==> src/rtl/chan_emu_pkg.sv <==
// Shared types and constants for the I/Q loopback channel emulator.
package chan_emu_pkg;

  typedef enum logic [1:0] {
    ROT_0   = 2'd0,
    ROT_P90 = 2'd1,
    ROT_180 = 2'd2,
    ROT_M90 = 2'd3
  } rot_e;

  localparam logic [31:0] LFSR_TAPS = 32'h8020_0003;

  // Largest positive value of a w-bit two's-complement number.
  function automatic int sat_w(input int w);
    return (1 << (w - 1)) - 1;
  endfunction

endpackage

==> src/rtl/lfsr32_galois.sv <==
// Free-running 32-bit Galois LFSR, x^32+x^22+x^2+x+1, shifting right.
module lfsr32_galois
  import chan_emu_pkg::*;
#(
  parameter logic [31:0] SEED = 32'hACE1_2024
) (
  input  logic        clk,
  input  logic        rst_n,
  output logic [31:0] state
);

  always_ff @(posedge clk) begin
    if (!rst_n) state <= SEED;
    else        state <= (state >> 1) ^ (state[0] ? LFSR_TAPS : '0);
  end

endmodule

==> src/rtl/chan_emu_iq.sv <==
// I/Q loopback channel emulator: rotate, gain, DC, noise, saturate, delay.
module chan_emu_iq
  import chan_emu_pkg::*;
#(
  parameter int          W     = 12,
  parameter int          G     = 8,
  parameter int          DEPTH = 64,
  parameter logic [31:0] SEED  = 32'hACE1_2024
) (
  input  logic                     clk_16M384,
  input  logic                     rst_n_16M384,
  input  logic [W-1:0]             in_I,
  input  logic [W-1:0]             in_Q,
  input  logic                     in_vld,
  input  logic                     cfg_load,
  input  logic [1:0]               cfg_rot,
  input  logic [G-1:0]             cfg_gain_num,
  input  logic [3:0]               cfg_gain_shift,
  input  logic [W-1:0]             cfg_dc_I,
  input  logic [W-1:0]             cfg_dc_Q,
  input  logic                     cfg_noise_en,
  input  logic [3:0]               cfg_noise_mag,
  input  logic [$clog2(DEPTH)-1:0] cfg_delay,
  output logic [W-1:0]             out_I,
  output logic [W-1:0]             out_Q,
  output logic                     out_vld,
  output logic [15:0]              sat_cnt
);

  localparam int AW = $clog2(DEPTH);
  localparam int PW = W + G + 1;
  localparam int SW = W + G + 2;
  localparam int BW = AW + 1;
  localparam logic signed [W-1:0]  Q_MAX = W'(sat_w(W));
  localparam logic signed [W-1:0]  Q_MIN = ~Q_MAX;
  localparam logic signed [SW-1:0] S_MAX = SW'(sat_w(W));
  localparam logic signed [SW-1:0] S_MIN = ~S_MAX;

  logic [31:0] lfsr;

  lfsr32_galois #(.SEED(SEED)) u_lfsr (
    .clk   (clk_16M384),
    .rst_n (rst_n_16M384),
    .state (lfsr)
  );

  rot_e                sh_rot;
  logic [G-1:0]        sh_gain;
  logic [3:0]          sh_shift, sh_mag;
  logic signed [W-1:0] sh_dc_i, sh_dc_q;
  logic                sh_nen;
  logic [AW-1:0]       sh_delay;
  logic [BW-1:0]       blank;

  always_ff @(posedge clk_16M384) begin
    if (!rst_n_16M384) begin
      sh_rot   <= ROT_0;
      sh_gain  <= G'(1);
      sh_shift <= '0;
      sh_dc_i  <= '0;
      sh_dc_q  <= '0;
      sh_nen   <= 1'b0;
      sh_mag   <= '0;
      sh_delay <= '0;
      blank    <= '0;
    end else begin
      if (cfg_load) begin
        sh_rot   <= rot_e'(cfg_rot);
        sh_gain  <= cfg_gain_num;
        sh_shift <= cfg_gain_shift;
        sh_dc_i  <= cfg_dc_I;
        sh_dc_q  <= cfg_dc_Q;
        sh_nen   <= cfg_noise_en;
        sh_mag   <= cfg_noise_mag;
        sh_delay <= cfg_delay;
      end
      if (cfg_load && (cfg_delay != sh_delay)) blank <= BW'(cfg_delay) + BW'(3);
      else if (blank != '0)                    blank <= blank - BW'(1);
    end
  end

  // S1: rotation; negating the most negative code clamps and flags saturation
  logic signed [W-1:0] a_i, a_q, ng_i, ng_q, r_i, r_q;
  logic                ng_i_sat, ng_q_sat, r_sat;

  always_comb begin
    a_i      = in_vld ? $signed(in_I) : '0;
    a_q      = in_vld ? $signed(in_Q) : '0;
    ng_i_sat = (a_i == Q_MIN);
    ng_q_sat = (a_q == Q_MIN);
    ng_i     = ng_i_sat ? Q_MAX : -a_i;
    ng_q     = ng_q_sat ? Q_MAX : -a_q;
    r_i      = a_i;
    r_q      = a_q;
    r_sat    = 1'b0;
    case (sh_rot)
      ROT_P90: begin r_i = ng_q; r_q = a_i;  r_sat = ng_q_sat;            end
      ROT_180: begin r_i = ng_i; r_q = ng_q; r_sat = ng_i_sat | ng_q_sat; end
      ROT_M90: begin r_i = a_q;  r_q = ng_i; r_sat = ng_i_sat;            end
      default: ;
    endcase
  end

  // Config travels with each sample so a cfg_load never splits one sample
  // across old and new settings.
  logic                 s1_vld, s1_sat, s1_nen;
  logic signed [W-1:0]  s1_i, s1_q, s1_dc_i, s1_dc_q;
  logic [G-1:0]         s1_gain;
  logic [3:0]           s1_shift, s1_mag;
  logic                 s2_vld, s2_sat, s2_nen;
  logic signed [PW-1:0] s2_pi, s2_pq;
  logic signed [W-1:0]  s2_dc_i, s2_dc_q;
  logic [3:0]           s2_shift, s2_mag;
  logic                 s3_vld;
  logic signed [W-1:0]  s3_i, s3_q;

  always_ff @(posedge clk_16M384) begin
    s1_i     <= r_i;
    s1_q     <= r_q;
    s1_gain  <= sh_gain;
    s1_shift <= sh_shift;
    s1_dc_i  <= sh_dc_i;
    s1_dc_q  <= sh_dc_q;
    s1_nen   <= sh_nen;
    s1_mag   <= sh_mag;
    s2_pi    <= PW'(s1_i) * PW'($signed({1'b0, s1_gain}));
    s2_pq    <= PW'(s1_q) * PW'($signed({1'b0, s1_gain}));
    s2_shift <= s1_shift;
    s2_dc_i  <= s1_dc_i;
    s2_dc_q  <= s1_dc_q;
    s2_nen   <= s1_nen;
    s2_mag   <= s1_mag;
    if (!rst_n_16M384) begin
      s1_vld <= 1'b0;
      s1_sat <= 1'b0;
      s2_vld <= 1'b0;
      s2_sat <= 1'b0;
    end else begin
      s1_vld <= in_vld;
      s1_sat <= in_vld & r_sat;
      s2_vld <= s1_vld;
      s2_sat <= s1_sat;
    end
  end

  // S3: shift, offset, noise, saturate
  logic [15:0]          mask, nz_i, nz_q;
  logic signed [SW-1:0] sum_i, sum_q;
  logic                 hi_i, lo_i, hi_q, lo_q;

  always_comb begin
    mask  = 16'((17'd1 << s2_mag) - 17'd1);
    nz_i  = s2_nen ? (lfsr[15:0]  & mask) : '0;
    nz_q  = s2_nen ? (lfsr[31:16] & mask) : '0;
    sum_i = (SW'(s2_pi) >>> s2_shift) + SW'(s2_dc_i) + SW'($signed({1'b0, nz_i}));
    sum_q = (SW'(s2_pq) >>> s2_shift) + SW'(s2_dc_q) + SW'($signed({1'b0, nz_q}));
    hi_i  = sum_i > S_MAX;
    lo_i  = sum_i < S_MIN;
    hi_q  = sum_q > S_MAX;
    lo_q  = sum_q < S_MIN;
  end

  always_ff @(posedge clk_16M384) begin
    s3_i <= !s2_vld ? '0 : hi_i ? Q_MAX : lo_i ? Q_MIN : sum_i[W-1:0];
    s3_q <= !s2_vld ? '0 : hi_q ? Q_MAX : lo_q ? Q_MIN : sum_q[W-1:0];
    if (!rst_n_16M384) begin
      s3_vld  <= 1'b0;
      sat_cnt <= '0;
    end else begin
      s3_vld <= s2_vld;
      if (s2_vld && (s2_sat || hi_i || lo_i || hi_q || lo_q) && (sat_cnt != '1))
        sat_cnt <= sat_cnt + 16'd1;
    end
  end

  logic [2*W-1:0] ram_d [DEPTH];
  logic [DEPTH-1:0] ram_v;
  logic [AW-1:0]  wr_ptr, rd_ptr;
  logic [2*W-1:0] o_d;
  logic           o_v;

  always_ff @(posedge clk_16M384) begin
    ram_d[wr_ptr] <= {s3_i, s3_q};
  end

  always_ff @(posedge clk_16M384) begin
    if (!rst_n_16M384) begin
      ram_v  <= '0;
      wr_ptr <= '0;
    end else begin
      ram_v[wr_ptr] <= s3_vld;
      wr_ptr        <= wr_ptr + AW'(1);
    end
  end

  always_comb begin
    rd_ptr = wr_ptr - sh_delay;
    if (sh_delay == '0) begin
      o_v = s3_vld;
      o_d = {s3_i, s3_q};
    end else begin
      o_v = ram_v[rd_ptr];
      o_d = ram_d[rd_ptr];
    end
  end

  always_ff @(posedge clk_16M384) begin
    if (!rst_n_16M384 || (blank != '0) || !o_v) begin
      out_I   <= '0;
      out_Q   <= '0;
      out_vld <= 1'b0;
    end else begin
      out_I   <= o_d[2*W-1:W];
      out_Q   <= o_d[W-1:0];
      out_vld <= 1'b1;
    end
  end

endmodule
==> config.mk <==
export PLATFORM = sky130hd
export DESIGN_NAME = chan_emu_iq
export DESIGN_NICKNAME = d
export VERILOG_FILES = /design/src/rtl/chan_emu_pkg.sv /design/src/rtl/lfsr32_galois.sv /design/src/rtl/chan_emu_iq.sv
export SDC_FILE = /design/constraint.sdc
export NUM_CORES = 2
export LEC_CHECK = 0
export BUFFER_PORTS_ARGS = -buffer_cell sky130_fd_sc_hd__buf_2
export CAP_MARGIN = 10
export CORE_ASPECT_RATIO = 0.5
export CORE_UTILIZATION = 50
export DETAILED_ROUTE_END_ITERATION = 8
export GPL_TIMING_DRIVEN = 0
export PLACE_DENSITY = 0.66
export SYNTH_ARGS = -nofsm -noshare
export SYNTH_HDL_FRONTEND = slang
export SYNTH_SLANG_ARGS = --single-unit
==> constraint.sdc <==
create_clock -name clk_16M384 -period 6.93 [get_ports clk_16M384]
set_clock_uncertainty 0.05 [all_clocks]
set_input_delay 1.0395 -clock clk_16M384 [delete_from_list [all_inputs] [get_ports clk_16M384]]
set_output_delay 1.0395 -clock clk_16M384 [all_outputs]
set_load 0.01 [all_outputs]
**Word level (Yosys, flattened, before mapping)**

Memories as Yosys holds them, arrays and structs flattened. A register that Yosys moved wholly into a read port is not among the register bits.
Cells that the tools add are included.

- Bits in writable memories: 1536
- Word-level logic and storage cells: 116
- Output and inout bits: 41
- Memories: 1
- Input port bits: 77
- Bits in registers: 344

- Shifts and indexed selects: 3
- Eq/ne operators: 7
- $lt $le $gt $ge: 7
- Multiplexer cells: 23
- Add/subtract/negate cells: 12
- Bitwise operators: 6
- Multiply operators: 2
- Reductions and logical operators: 17

Memory list:

| memory | depth | bits a word | read ports | clocked after memory_dff | write ports | RTL line | source |
|---|---|---|---|---|---|---|---|
| ram_d | 64 | 24 | 1 | 1 | 1 | chan_emu_iq.sv:176 | `logic [2*W-1:0] ram_d [DEPTH];` |

Operator list:

| operator | number |
|---|---|
| two-way mux 12 bit | 6 |
| one-hot mux 12 bit (3 select lines) | 2 |
| bitwise mux 64 bit | 1 |
| adder 22 x 12 -> 22 bit | 2 |
| adder 22 x 17 -> 22 bit | 2 |
| > comparator 22 x 12 -> 1 bit, second input constant | 2 |
| less-than comparator 22 x 12 -> 1 bit, second input constant | 2 |
| >>> shifter 21 x 4 -> 22 bit | 2 |
| multiplier 12 x 9 -> 21 bit | 2 |
| AND 16 bit | 2 |
| two-way mux 16 bit | 2 |
| two-way mux 32 bit | 1 |
| XOR 31 x 32 -> 32 bit | 1 |
| equality test 12 bit, second input constant | 2 |
| negator 12 bit | 2 |
| two-way mux 11 bit | 2 |
| adder 16 x 1 -> 16 bit, second input constant | 1 |
| inequality test 16 bit, second input constant | 1 |
| left shift 1 x 4 -> 16 bit, first input constant | 1 |
| subtractor 16 x 1 -> 16 bit, second input constant | 1 |
| less-than comparator 6 x 7 -> 1 bit, second input constant | 2 |
| two-way mux 7 bit | 2 |
| adder 6 x 2 -> 7 bit, second input constant | 1 |
| nonzero test 7 bit | 1 |
| other kinds (20) | 34 |

**Depth between registers and ports, before layout**

- Depth after elaboration: 12
- Depth in mapped cells: 23
- Depth with buffers taken out: 21

**Cells and area by module**

A second synthesis with hierarchy kept.

- Cell total of the unflattened synthesis: 4995
- Area total of the unflattened synthesis: 83311.2 um^2

Modules (own cells, without submodules):

| module | cells each | sequential area each (um^2) | area an instance (um^2) | times used |
|---|---|---|---|---|
| chan_emu_iq | 4925 | 52850.7 | 82431.6 | 1 |
| lfsr32_galois | 70 | 640.6 | 879.6 | 1 |

**Worst setup path after synthesis**

OpenSTA, ideal clock, no wires.

- Path kind: register to register
- Start: reg s2_shift[1]
- End: reg sat_cnt[5]
- Period minus slack after synthesis: 5681 ps
- Data required time: 6750 ps
- Arrival: 5500 ps
- Path buffers: 4
- Path slack: 1249 ps
- Stages on the path, launching flop included: 21
- Setup time: 130 ps
- Cell sequence: dfxtp_1 -> clkbuf_1 -> clkbuf_1 -> buf_1 -> mux2i_1 -> mux2i_1 -> mux4_2 -> fa_1 -> ha_1 -> fa_1 -> a211o_1 -> a211o_1 -> a31oi_4 -> o311ai_1 -> a31o_1 -> xor2_1 -> or4_4 -> a2bb2oi_4 -> buf_6 -> nor4b_1 -> mux2i_1

- Cells in the longest elaborated chain, start to end: 10
- Elaborated cells between the ends (all ways): 16
- Classes of those cells: add/sub: 4; order compare: 4; shift: 2; reduce/logical: 6

Ends and longest elaborated chain:

| element | RTL line | source |
|---|---|---|
| start, declared | chan_emu_iq.sv:113 | `logic [3:0] s2_shift, s2_mag;` |
| start signal, assigned | chan_emu_iq.sv:128 | `s2_shift <= s1_shift;` |
| >>> shifter 21 x 4 -> 22 bit | chan_emu_iq.sv:155 | `sum_i = (SW'(s2_pi) >>> s2_shift) + SW'(s2_dc_i) + SW'($signed({1'b0, nz_i}));` |
| adder 22 x 12 -> 22 bit | chan_emu_iq.sv:155 |  |
| adder 22 x 17 -> 22 bit | chan_emu_iq.sv:155 |  |
| > comparator 22 x 12 -> 1 bit | chan_emu_iq.sv:157 | `hi_i = sum_i > S_MAX;` |
| logical OR 1 bit (3 in a row) | chan_emu_iq.sv:171 | `if (s2_vld && (s2_sat \|\| hi_i \|\| lo_i \|\| hi_q \|\| lo_q) && (sat_cnt != '1))` |
| logical OR 1 bit (*) | chan_emu_iq.sv:171 |  |
| logical AND 1 bit (*) (2 in a row) | chan_emu_iq.sv:171 |  |
| end signal, assigned | chan_emu_iq.sv:172 | `sat_cnt <= sat_cnt + 16'd1;` |
| end, declared | chan_emu_iq.sv:27 | `output logic [15:0] sat_cnt` |

Mark *: on every way between the ends. The rest lies on a longest branch, timed or not.
A chain may end at the register's enable or synchronous reset.

**Worst setup path after layout**

- Start: reg wr_ptr[0]
- End: reg out_I[7] (read register of ram_d)

- Cells in the longest elaborated chain, start to end: 6

Ends and longest elaborated chain:

| element | RTL line | source |
|---|---|---|
| start, declared | chan_emu_iq.sv:178 | `logic [AW-1:0] wr_ptr, rd_ptr;` |
| start signal, assigned | chan_emu_iq.sv:192 | `wr_ptr <= wr_ptr + AW'(1);` |
| subtractor 6 bit (*) | chan_emu_iq.sv:197 | `rd_ptr = wr_ptr - sh_delay;` |
| binary-select mux 1 bit (select 6 bit) | chan_emu_iq.sv:202 | `o_v = ram_v[rd_ptr];` |
| two-way mux 1 bit (not written as such) | chan_emu_iq.sv:202 |  |
| two-way mux 1 bit | chan_emu_iq.sv:198 | `if (sh_delay == '0) begin` |
| zero test 1 bit | chan_emu_iq.sv:208 | `if (!rst_n_16M384 \|\| (blank != '0) \|\| !o_v) begin` |
| logical OR 1 bit | chan_emu_iq.sv:208 |  |
| end, declared | chan_emu_iq.sv:24 | `output logic [W-1:0] out_I,` |

Mark *: on every way between the ends. The rest lies on a longest branch, timed or not. The select of a mux whose other input is x is not followed.

==> impl_metrics.prom <==
# TYPE chip_impl_metric gauge
chip_impl_info{name="outcome",value="finished clean"} 1
chip_impl_metric{name="global_route_congestion_overflow_total",unit=""} 0
chip_impl_metric{name="fillerInstances",unit=""} 12500
chip_impl_metric{name="finalWorstPathRequiredPeriod",unit="ps"} 6670
chip_impl_metric{name="cellInternalPower",unit="uW"} 20800
chip_impl_metric{name="row_count",unit=""} 105
chip_impl_metric{name="clk_transition_reported_paths",unit="ps"} 70
chip_impl_metric{name="synth_edf_count",unit=""} 1536
chip_impl_metric{name="chipHeight",unit="um"} 291
chip_impl_metric{name="top_level_pins",unit=""} 118
chip_impl_metric{name="numCtsBuffers",unit=""} 171
chip_impl_metric{name="synthesis.area_per_instance",unit="um^2"} 16.6
chip_impl_metric{name="number_of_violations_reported_at_the_end_of_detailed_routing_iteration_0",unit=""} 5552
chip_impl_info{name="setup.worst_path.class",value="reg2reg"} 1
chip_impl_metric{name="achievable-frequency",unit="MHz"} 150
chip_impl_metric{name="critical_path.n_buffers_inverters",unit=""} 7
chip_impl_metric{name="placed_cells",unit=""} 7436
chip_impl_info{name="critical_path.slowest_cell",value="sky130_fd_sc_hd__clkbuf_1"} 1
chip_impl_info{name="cts.root.buffer_cell",value="sky130_fd_sc_hd__clkbuf_16"} 1
chip_impl_metric{name="dr_total_vias",unit=""} 47600
chip_impl_metric{name="cp_slowest_stage_delay",unit="ps"} 990
chip_impl_metric{name="global_route.usage.total",unit=""} 0.266
chip_impl_metric{name="seq_power_share",unit=""} 0.458
chip_impl_metric{name="synth_sequential_area_ratio",unit=""} 0.640
chip_impl_metric{name="max_cap_viol_count",unit=""} 0
chip_impl_metric{name="worstPathMaxFanout",unit=""} 10
chip_impl_info{name="top_flip_flop_cell_by_instance_count_after_synthesis",value="sky130_fd_sc_hd__edfxtp_1"} 1
chip_impl_info{name="worst_path_most_repeated_cell",value="sky130_fd_sc_hd__clkbuf_1"} 1
chip_impl_metric{name="cts_max_path_buffers",unit=""} 4
chip_impl_metric{name="relSlewSlack",unit=""} 0.111
chip_impl_metric{name="clkPwrFrac",unit=""} 0.323
chip_impl_metric{name="netSwitchingPower",unit="uW"} 8480
chip_impl_metric{name="comb_power_share",unit=""} 0.219
chip_impl_metric{name="finalWeightedCongestion",unit=""} 0.937
chip_impl_metric{name="drt-total-wl",unit="mm"} 225
chip_impl_metric{name="postCtsHoldBufs",unit=""} 0
chip_impl_metric{name="cts.sinks",unit=""} 1904
chip_impl_metric{name="wl_per_cell",unit="um"} 29.0
chip_impl_info{name="kind_of_end_point_of_the_critical_path",value="register"} 1
chip_impl_metric{name="viasPerCell",unit=""} 6.14
chip_impl_metric{name="final.period_utilization",unit=""} 0.963
chip_impl_metric{name="worst-r2r-setup-slack",unit="ps"} 260
chip_impl_info{name="path_cells",value="clkbuf_1 > inv_1 > ha_1 > inv_1 > fa_1 > clkbuf_1 > clkbuf_1 > clkbuf_1 > clkbuf_1 > mux4_2 > mux4_2 > mux4_2 > mux2i_1 > nor2_1"} 1
chip_impl_info{name="worst_hold_path_type",value="reg2reg"} 1
chip_impl_metric{name="drive_gt1_frac",unit=""} 0.204
chip_impl_info{name="layout.cells.most_common",value="sky130_fd_sc_hd__edfxtp_1"} 1
chip_impl_metric{name="power.density",unit="nW/um^2"} 309
chip_impl_metric{name="grt_antenna_before_repair",unit=""} 17
chip_impl_metric{name="setup-violations-final",unit=""} 0
chip_impl_info{name="worst_path_dominant_cell_family",value="buffers and inverters"} 1
chip_impl_metric{name="design.die.area",unit="um^2"} 169000
chip_impl_metric{name="power.ir.vdd_worst",unit="mV"} 0.205
chip_impl_metric{name="finalHoldViolations",unit=""} 0
chip_impl_metric{name="postSynthRegisterBits",unit=""} 1904
chip_impl_metric{name="first_global_vias",unit=""} 47800
chip_impl_metric{name="dr.pass1.iters",unit=""} 8
chip_impl_info{name="layout_common_cells",value="sky130_fd_sc_hd__edfxtp_1, sky130_fd_sc_hd__mux4_2, sky130_fd_sc_hd__dfxtp_1, sky130_fd_sc_hd__inv_1, sky130_fd_sc_hd__nand2_1"} 1
chip_impl_info{name="tritoncts_clock_tree",value="built"} 1
chip_impl_metric{name="yosysWarnings",unit=""} 0
chip_impl_metric{name="grt_max_degree",unit=""} 61
chip_impl_metric{name="route.detailed.drc",unit=""} 0
chip_impl_metric{name="number_of_antenna_violating_nets_in_the_routed_design",unit=""} 0
chip_impl_metric{name="area_delta_synth_final",unit="%"} 13.4
chip_impl_metric{name="p_leak",unit="uW"} 0.0330
chip_impl_metric{name="syn-cell-area",unit="um^2"} 83600
chip_impl_metric{name="clock_tree.htree_level_count",unit=""} 4
chip_impl_metric{name="finalNetCount",unit=""} 5833
chip_impl_metric{name="core",unit="um^2"} 165000
chip_impl_metric{name="final_cell_area",unit="um^2"} 94800
chip_impl_metric{name="final_max_slew_viol_count",unit=""} 0
chip_impl_info{name="worst_setup_path_start_kind",value="register"} 1
chip_impl_metric{name="buffer_ports.inserted",unit=""} 115
chip_impl_metric{name="cts.repair_timing.setup_buffer_count",unit=""} 0
chip_impl_metric{name="detailedPlacementHpwl",unit="mm"} 158
chip_impl_metric{name="post_dp_cell_area",unit="um^2"} 89200
chip_impl_metric{name="grt_first_pass_wirelength",unit="mm"} 327
chip_impl_metric{name="fin_total_pwr",unit="uW"} 29300
chip_impl_metric{name="finalNonFillerCells",unit=""} 7754
chip_impl_metric{name="fp.dieW",unit="um"} 580
chip_impl_metric{name="worst_skew_pair.late_latency",unit="ps"} 810
chip_impl_metric{name="netlist-cell-type-count",unit=""} 81
chip_impl_metric{name="critPathArrivalTime",unit="ps"} 7290
chip_impl_metric{name="switching_share",unit=""} 0.290
chip_impl_metric{name="max_slew.worst_pin.slew",unit="ps"} 1330
chip_impl_metric{name="synth-async-reset-ratio",unit=""} 0
chip_impl_metric{name="postSynthCellCount",unit=""} 5048
chip_impl_info{name="rsz0062_at_grt",value="no"} 1
chip_impl_metric{name="initial_util",unit=""} 0.507
chip_impl_metric{name="critical_path_required",unit="ps"} 7550
-- flip-flops by register name, summed over array words and instances, names as in the netlist, 7 cells and up --
signal and count:
blank 7, s3_i 12, s3_q 12, s2_dc_i 12
sat_cnt 16, s1_gain 8, s1_dc_q 12, s2_pq 21
s2_dc_q 12, sh_dc_i 12, out_I 12, out_Q 12
sh_gain 8, s2_pi 21, sh_dc_q 12, s1_q 12
u_lfsr.state 32, ram_v 64, s1_dc_i 12, ram_d 1536
s1_i 12
-- logic make-up after synthesis --
family,after synthesis,share of synthesized area
DFF,1904,0.640
and+or+nand+nor,920,0.0533
muxes,673,0.163
buffers and inverters,555,0.0253
AOI/OAI and AO/OA,549,0.0399
adders and majority gates,337,0.0676
xor gates and xnor gates,109,0.0116
other,1,0.0000448
-- path summary, 6_finish.rpt --
path | from | to | cells past startpoint
hold / removal | s1_dc_i[4] | s2_dc_i[4] | 0
setup reg to reg | wr_ptr[0] | out_I[7] | 14
setup / recovery | wr_ptr[0] | out_I[7] | 14
hold reg to reg | s1_dc_i[4] | s2_dc_i[4] | 0
-- per-layer routing --
metal / wire [um] / global-route usage / vias to the layer above / share of wire
li1: - / - / 20100 / -
met1: 92500 / 0.379 / 24900 / 0.41
met2: 104000 / 0.417 / 2193 / 0.46
met3: 22400 / 0.0635 / 347 / 0.10
met4: 5860 / 0.0676 / 12 / 0.026
met5: 82 / 0 / - / 0.00036
-- what timing repair did --
item,CTS,global route
setup endpoints to repair,16,17
hold endpoints to repair,0,0
resized for setup,3,7
-- power groups by stage --
stage | logic, uW | clock network, uW | registers (uW)
final | 6400 | 9460 | 13400
after global routing | 6860 | 10000 | 13400
after CTS | 6370 | 9560 | 13400
after detailed placement | 6330 | 0 | 13700
after floorplan | 3940 | 0 | 13600
after global placement | 5770 | 0 | 14000
-- cells in the mapped netlist (all sizes together) (40+ instances only) --
master	number	share of area
a21oi	177	0.011
and2	173	0.013
buf	61	0.0031
clkbuf	205	0.0092
dfxtp	368	0.088
edfxtp	1536	0.55
fa	191	0.046
ha	146	0.022
inv	288	0.013
mux2i	116	0.014
mux4	547	0.15
nand2	279	0.013
nand3	40	0.0024
nor2	232	0.010
o21ai	176	0.011
xnor2	69	0.0072
-- metrics by stage --
step	utilization	setup slack (ps)	setup TNS, ps	hold WS (ps)
global placement	0.527	-128	-1370	265
floorplan	-	1250	0	260
detailed placement	0.541	-223	-2720	262
CTS	0.574	65.3	0	276
finish	0.574	259	0	269
global route	0.574	24.3	0	281
-- layout make-up --
cell class,instances,area [um^2],share of cell area
Antenna cell,8,20.0,0.000211
Buffer,264,1030,0.0109
Clock buffer,228,4680,0.0493
Clock inverter,79,791,0.00834
Inverter,289,1080,0.0114
Multi-Input combinational cell,2590,28500,0.301
Sequential cell,1904,53500,0.565
Tap cell,2193,2740,0.0290
Timing Repair Buffer,199,2400,0.0253
-- worst reg2reg max path, delay by kind of cell, from the launching register on --
family	cells	cell delay, ps
buffers and inverters	7	3450
multiplexers	4	2010
adder cells (fa/ha/maj)	2	630
flip-flops	1	310
AND/OR/NAND/NOR	1	70
No activity file was read; power rests on OpenSTA's default activity.
